===== config.mk =====
export PLATFORM = sky130hd
export DESIGN_NAME = reference_buffer_sweeper
export DESIGN_NICKNAME = d
export VERILOG_FILES = /design/src/rtl/reference_buffer_sweeper.sv
export SDC_FILE = /design/constraint.sdc
export NUM_CORES = 1
export LEC_CHECK = 0
export CAP_MARGIN = 15
export CORE_UTILIZATION = 51
export CTS_BUF_LIST = sky130_fd_sc_hd__clkbuf_4
export DETAILED_ROUTE_END_ITERATION = 16
export PLACE_DENSITY = 0.95
export SLEW_MARGIN = 20
export SYNTH_ARGS = -nofsm -noshare
export SYNTH_HDL_FRONTEND = slang
export SYNTH_SLANG_ARGS = --single-unit

===== constraint.sdc =====
create_clock -name clk -period 4.2 [get_ports clk]
set_input_delay 0.84 -clock clk [delete_from_list [all_inputs] [get_ports clk]]
set_output_delay 0.84 -clock clk [all_outputs]
set_load 0.01 [all_outputs]

===== src/rtl/reference_buffer_sweeper.sv =====
// reference_buffer_sweeper
// Walks a contiguous, wrapping range of reference_buffer indices. Each index is
// requested on its own, the returned I/Q sample is captured and then offered on
// a registered output stream. The last sample of the sweep carries out_tlast.
//
// Ports:
//   clk, n_reset                 clock, synchronous active-low reset
//   start, base_index, sweep_len sweep request (sweep_len 0 = buffer_length)
//   busy, done, err              status (done/err are one-cycle pulses)
//   m_axis_index_*               index request towards the buffer
//   s_axis_data_tready           buffer accepts the index
//   m_axis_tready                sweeper accepts returned data
//   s_axis_data_tvalid, i, q     returned sample
//   out_tvalid/out_tready        output handshake
//   out_i, out_q, out_tlast      registered output sample
//
// state | meaning
// IDLE  | waiting for start
// REQ   | index offered, waiting for s_axis_data_tready
// WAIT  | index accepted, waiting for returned sample
// OUT   | sample held on output, waiting for out_tready
// FIN   | done pulse, back to IDLE
module reference_buffer_sweeper #(
  parameter int index_bits    = 8,
  parameter int i_bits        = 12,
  parameter int q_bits        = 12,
  parameter int buffer_length = 256
) (
  input  logic                  clk,
  input  logic                  n_reset,
  input  logic                  start,
  input  logic [index_bits-1:0] base_index,
  input  logic [index_bits-1:0] sweep_len,
  output logic                  busy,
  output logic                  done,
  output logic                  err,
  output logic                  m_axis_index_tvalid,
  output logic [index_bits-1:0] m_axis_index_tdata,
  input  logic                  s_axis_data_tready,
  output logic                  m_axis_tready,
  input  logic                  s_axis_data_tvalid,
  input  logic [i_bits-1:0]     i,
  input  logic [q_bits-1:0]     q,
  output logic                  out_tvalid,
  input  logic                  out_tready,
  output logic [i_bits-1:0]     out_i,
  output logic [q_bits-1:0]     out_q,
  output logic                  out_tlast
);

  typedef enum logic [2:0] {IDLE, REQ, WAIT, OUT, FIN} state_t;

  localparam logic [index_bits:0]   len_full = (index_bits+1)'(buffer_length);
  localparam logic [index_bits-1:0] last_idx = index_bits'(buffer_length - 1);

  state_t                state;
  logic [index_bits:0]   len;
  logic [index_bits:0]   count;
  logic [index_bits-1:0] nxt_idx;

  // m_axis_index_tdata doubles as the current index; it only changes when a
  // sweep starts or a sample has left the output, so it is stable in REQ.
  assign nxt_idx = (m_axis_index_tdata == last_idx) ? '0
                                                    : m_axis_index_tdata + index_bits'(1);

  always_ff @(posedge clk) begin
    if (!n_reset) begin
      state               <= IDLE;
      len                 <= '0;
      count               <= '0;
      busy                <= 1'b0;
      done                <= 1'b0;
      err                 <= 1'b0;
      m_axis_index_tvalid <= 1'b0;
      m_axis_index_tdata  <= '0;
      m_axis_tready       <= 1'b0;
      out_tvalid          <= 1'b0;
      out_i               <= '0;
      out_q               <= '0;
      out_tlast           <= 1'b0;
    end else begin
      done <= 1'b0;
      err  <= 1'b0;
      case (state)
        IDLE: begin
          if (start) begin
            if ({1'b0, base_index} >= len_full) begin
              err <= 1'b1;
            end else begin
              len                 <= (sweep_len == '0) ? len_full : {1'b0, sweep_len};
              count               <= '0;
              m_axis_index_tdata  <= base_index;
              m_axis_index_tvalid <= 1'b1;
              busy                <= 1'b1;
              state               <= REQ;
            end
          end
        end
        REQ: begin
          if (s_axis_data_tready) begin
            m_axis_index_tvalid <= 1'b0;
            m_axis_tready       <= 1'b1;
            state               <= WAIT;
          end
        end
        WAIT: begin
          if (s_axis_data_tvalid) begin
            m_axis_tready <= 1'b0;
            out_i         <= i;
            out_q         <= q;
            out_tvalid    <= 1'b1;
            out_tlast     <= (count == len - (index_bits+1)'(1));
            state         <= OUT;
          end
        end
        OUT: begin
          if (out_tready) begin
            out_tvalid <= 1'b0;
            out_tlast  <= 1'b0;
            if (out_tlast) begin
              done  <= 1'b1;
              state <= FIN;
            end else begin
              count               <= count + (index_bits+1)'(1);
              m_axis_index_tdata  <= nxt_idx;
              m_axis_index_tvalid <= 1'b1;
              state               <= REQ;
            end
          end
        end
        FIN: begin
          busy  <= 1'b0;
          state <= IDLE;
        end
        default: state <= IDLE;
      endcase
    end
  end

endmodule


* Word-level counts from Yosys, hierarchy flattened
Index checks and enable logic that the tools add are counted.
** Operators by class
- Reduce and logical (&&, ||, !) cells :: 16
- Equality and inequality tests :: 11
- Add/sub/neg operators :: 3
- Muxes and demuxes :: 31
** Operator list (number)
- $mux W9 :: 4
- $mux W8 :: 4
- $pmux W9 S2 :: 1
- $pmux W8 S2 :: 1
- $mux W3 :: 5
- $pmux W3 S4 :: 1
- $mux W1 :: 10
- $ne A2 B2 Y1 const B :: 5
- $add A9 B1 Y9 const B :: 1
- $eq A9 B9 Y1 :: 1
- $reduce_and A3 Y1 :: 3
- $sub A9 B1 Y9 const B :: 1
- $add A8 B1 Y8 const B :: 1
- $eq A8 B8 Y1 const B :: 1
- $logic_not A8 Y1 :: 1
- $pmux W1 S2 :: 4
- $reduce_and A4 Y1 :: 2
- $reduce_bool A2 Y1 :: 4
- $eq A3 B2 Y1 const B :: 2
- $reduce_and A2 Y1 :: 3
- $reduce_and A5 Y1 :: 1
- $eq A3 B1 Y1 const B :: 1
- $eq A3 B3 Y1 const B :: 1
- $logic_not A3 Y1 :: 1
- other kinds (2) :: 2
** Storage, ports and cells
- Output and inout port bits :: 39
- Register bits after elaboration :: 59
- Input port bits :: 46
- Word-level logic and storage cells :: 73

* Longest topological paths before layout
- Depth after elaboration :: 5
- Mapped depth :: 7
- Gate-level depth less buffers :: 7

* Worst setup path before layout
Ideal clock, no wire load.
- Path kind :: input to register
- From :: in start
- To :: reg count[2]
- Arrival :: 1872 ps
- Setup time :: 123 ps
- Stages on the path :: 6
- Slack :: 2205 ps
- Data required time :: 4077 ps
- Cells stage by stage :: or3b_4 -> a21oi_1 -> buf_6 -> nand2_1 -> xor2_1 -> nor2_1
** Between the ends
- Cells in the longest elaborated chain, start to end :: 2
** Ends and longest elaborated chain
- start, declared :: line 31 : input logic start,
- $ne A2 B2 Y1 (no line)
- $reduce_and A4 Y1 (no line)
- end signal, assigned :: line 124 : count <= count + (index_bits+1)'(1);
- end, declared :: line 58 : logic [index_bits:0] count;
No other way between the ends.
A chain may end at the register's enable or synchronous reset.

* Worst setup path after layout
- From :: in start
- To :: reg m_axis_index_tdata[5]
** Between the ends
- Cells in the longest elaborated chain, start to end :: 2
** Ends and longest elaborated chain
- $ne A2 B2 Y1 (no line)
- $reduce_and A4 Y1 (no line)
- end signal, assigned :: line 92 : m_axis_index_tdata <= base_index;
- end signal, assigned :: line 125 : m_axis_index_tdata <= nxt_idx;
- end, declared :: line 38 : output logic [index_bits-1:0] m_axis_index_tdata,
No other way between the ends.

==> summary.txt <==
Layout
  • Fraction of layout cells with a size suffix above 1: 5.18%
  • Final Cell Area: 3680 um2
  • Non-Filler Instances: 495
  • FF+latch area: 1180 um2
  • Footprint of the multi-input gates: 1390 um2
  • Layout area overhead: 37.5%
  • Total Nets Final: 471
  • # diodes: 0
  • Filler cells: 379

Power
  • Combinational power share: 16.8%
  • Max VDD drop: 0.000202 V
  • Psw: 323 uW
  • Leakage power figure: 1.28 nW
  • Pwr/cell area: 344 nW/um2
  • Clock share of power: 35.0%
  • Internal power: 944 uW
  • Reg power frac: 48.3%
  • Sw Ratio: 25.5%

Synthesis
  • #FFs+latches synth: 59
  • Post-synthesis compound-gate area fraction: 16.1%
  • Synth Area in Adders: 1.40%
  • Sequential area share after synthesis: 44.1%
  • Async S/R FF share, synth: 0%
  • Top cells by count, synth: 91 x nand2_1, 59 x dfxtp_1, 47 x a21oi_1
  • Mux share of post-synthesis cell area: 0%
  • Synth Cell Area: 2680 um2
  • Syn nets: 390
  • Average size of a mapped cell: 7.86 um2
  • Yosys cell types: 45
  • Syn. warnings: 0
  • Synth top area cells: dfxtp_1 44%, nand2_1 13%, a21oi_1 8.8%
  • Most common cell in the netlist: nand2_1
  • Area share of the largest cell type after synthesis: 44.1%
  • Top FF cell, synth: dfxtp_1
  • Main combinational cell family by area after synthesis: simple AND/OR/NAND/NOR gates
  • Gate count after technology mapping: 341
  • Dominant cell type by area after synthesis: dfxtp_1
  • Post-synth EDFFs: 0
  • Synth Area in XOR/XNOR: 6.54%
  • Synth Area in Simple Gates: 27.7%

Setup path
  • Critical Path AT: 2.63 ns
  • R2r endpoint: count[8]
  • Setup CP Type: input port to flop
  • Flop2flop setup slack: 2.36 ns
  • Worst r2r path cells: 5
  • Element type at the critical path end: flop
  • Worst R2R Start: state[0]
  • Critical Path Start Type: input port
  • Critical Path Fanout Max: 14
  • CP required: 4.50 ns

CTS
  • Root Buffer: clkbuf_4
  • CTS buffer count: 9
  • TritonCTS clock tree: done
  • Post-CTS Setup Repair Bufs: 0
  • Clock slew at reported path FFs: 0.10 ns
  • CTS HTree Levels: 3
  • Clock Path Buffers: 2
  • Post-CTS Hold Fix Bufs: 0
  • Post-cts repair resize count: 0
  • CTS sink cnt: 59
  • Clock insertion delay at the later pin of the skew report: 0.39 ns

GRT
  • All-Layer GR Usage: 24.9%
  • Vias in the first global route: 2532
  • Initial antenna violation count: 0
  • Congestion Overflow GR: 0
  • Largest net degree at the start of global routing: 47
  • First-pass GRT wire length: 10.6 mm

Detailed routing
  • Drt first pass iters: 4
  • Iteration-0 DRC Markers: 188
  • DRC: 0
  • Total Wirelength: 6.76 mm
  • Detail Route Antenna Nets: 0
  • Via count: 2722
  • Routed WL per cell: 13.6 um
  • Vias per inst: 5.50

Floorplan
  • Initial Util: 52.8%
  • Die width: 74.5 um
  • Ports: 85
  • Die ar.: 5550 um2
  • Die Ht: 74.5 um
  • Core Area: 5070 um2
  • Row cnt: 26

Hold path
  • Hold Startpoint: out_q[3]
  • Worst hold path cell count: 2
  • Hold crit path type: flop to flop
  • Worst hold endpoint: out_q[3]

STA
  • RSZ-0062 raised after global routing: false
  • Setup Total Neg Slack: 0 ns
  • Max-slew violation count: 0
  • Slew @ Worst Pin: 0.756 ns
  • Final hold violation count: 0
  • Max frequency: 430 MHz
  • Final setup viols: 0
  • Max_slew headroom: 49.5%
  • Fin crit share: 55.3%
  • Final Critical Period: 2.32 ns
  • Clock Skew: 0.0148 ns

Run
  • Max Cap Viol: 0

Placement
  • Dpl cell area: 3540 um2
  • Post-DP HPWL: 4.83 mm
  • Buffers on Ports: 83
  • RePlAce Congestion: 0.840
  • Post-placement cell count: 481

Status
  • Status: complete, no violations
-- area by class of cell --
cell class	count	area share, %
multi-input cells	259	37.7
clock inverters	3	1.77
inverters	7	0.713
repair buffers	86	23.2
clock buffers	11	2.24
well taps	70	2.38
flip-flops and latches	59	32.1
-- state kept, by name (all words and copies together), names as in the netlist --
| name | cells |
|---|---|
| out_i | 12 |
| out_q | 12 |
| count | 9 |
| len | 9 |
| m_axis_index_tdata | 8 |
| state | 3 |
| busy | 1 |
| done | 1 |
| m_axis_index_tvalid | 1 |
| m_axis_tready | 1 |
| out_tlast | 1 |
| out_tvalid | 1 |
-- worst max path at each step --
stage | from | endpoint | slack (ns) | depth (start not counted)
final | start | m_axis_index_tdata[5] | 1.88 | 5
after global routing | start | m_axis_index_tdata[5] | 1.81 | 5
after CTS | start | m_axis_index_tdata[5] | 1.91 | 5
after detailed placement | start | m_axis_index_tdata[5] | 1.51 | 5
after global placement | start | m_axis_index_tdata[5] | 1.55 | 5
after floorplan | start | count[2] | 2.21 | 6
-- through the flow --
stage                     hold slack, ns  utilization [%]  worst slack [ns]  total power [mW]
final                              0.458             72.6              1.88              1.27
after global routing               0.491             72.6              1.81              1.32
after CTS                          0.459             72.6              1.91              1.27
after detailed placement           0.445             69.7              1.51             0.836
after global placement             0.440             69.7              1.55             0.827
after floorplan                    0.448                -              2.21             0.737
-- layer usage --
layer / up-vias / part of all wire (%) / track usage [%] / routed length (um)
met5: - / 0 / 0 / 0
li1: 1327 / - / - / -
met4: 0 / 2.0 / 12.8 / 133
met3: 15 / 4.0 / 4.61 / 269
met2: 88 / 52 / 44.6 / 3530
met1: 1292 / 42 / 28.2 / 2820
-- worst max-delay path, cell delays in order --
cell and delay [ns]:
clkdlybuf4s50_1 0.48, nor2b_1 0.21, and2_0 0.64, a221oi_1 0.20, a311oi_1 0.26
-- power by group through the flow --
stage          clock network (mW)  logic [mW]  registers (mW)
2_1_floorplan                   0       0.116           0.622
3_3_place_gp                    0       0.204           0.623
3_5_place_dp                    0       0.212           0.624
4_1_cts                     0.447       0.213           0.611
5_1_grt                     0.473       0.234           0.616
6_report                    0.443       0.213           0.612
-- cells in the final DEF (no fill, tap or decap), types with 2 or more instances in the layout --
cell	netlist	layout
a221oi_1	5	5
nand3_1	8	8
a21o_1	2	2
xnor2_1	12	12
bufinv_16	0	2
a211oi_1	2	2
dfxtp_1	59	59
a311oi_1	2	2
or3_1	2	2
nor2_1	23	23
nand3b_1	2	2
xor2_1	8	8
nand2_1	91	91
inv_1	6	6
clkbuf_4	0	11
ha_1	3	3
nand4b_1	3	3
a31oi_1	3	3
o21ai_0	7	7
and4_1	2	2
nand4_1	2	2
clkdlybuf4s50_1	0	83
and3_1	2	2
nor2b_1	4	4
a21oi_1	47	47
nor3_1	8	8
buf_4	1	3
nor4_1	5	5
-- cell families after synthesis --
logic type,count (synthesis)
XOR/XNOR,20
other,1
buffers and inverters,23
adder cells (fa/ha/maj),3
AND/OR/NAND/NOR,161
flip-flops,59
AO/OA/AOI/OAI,74
Power figures use the tool's default switching activity.
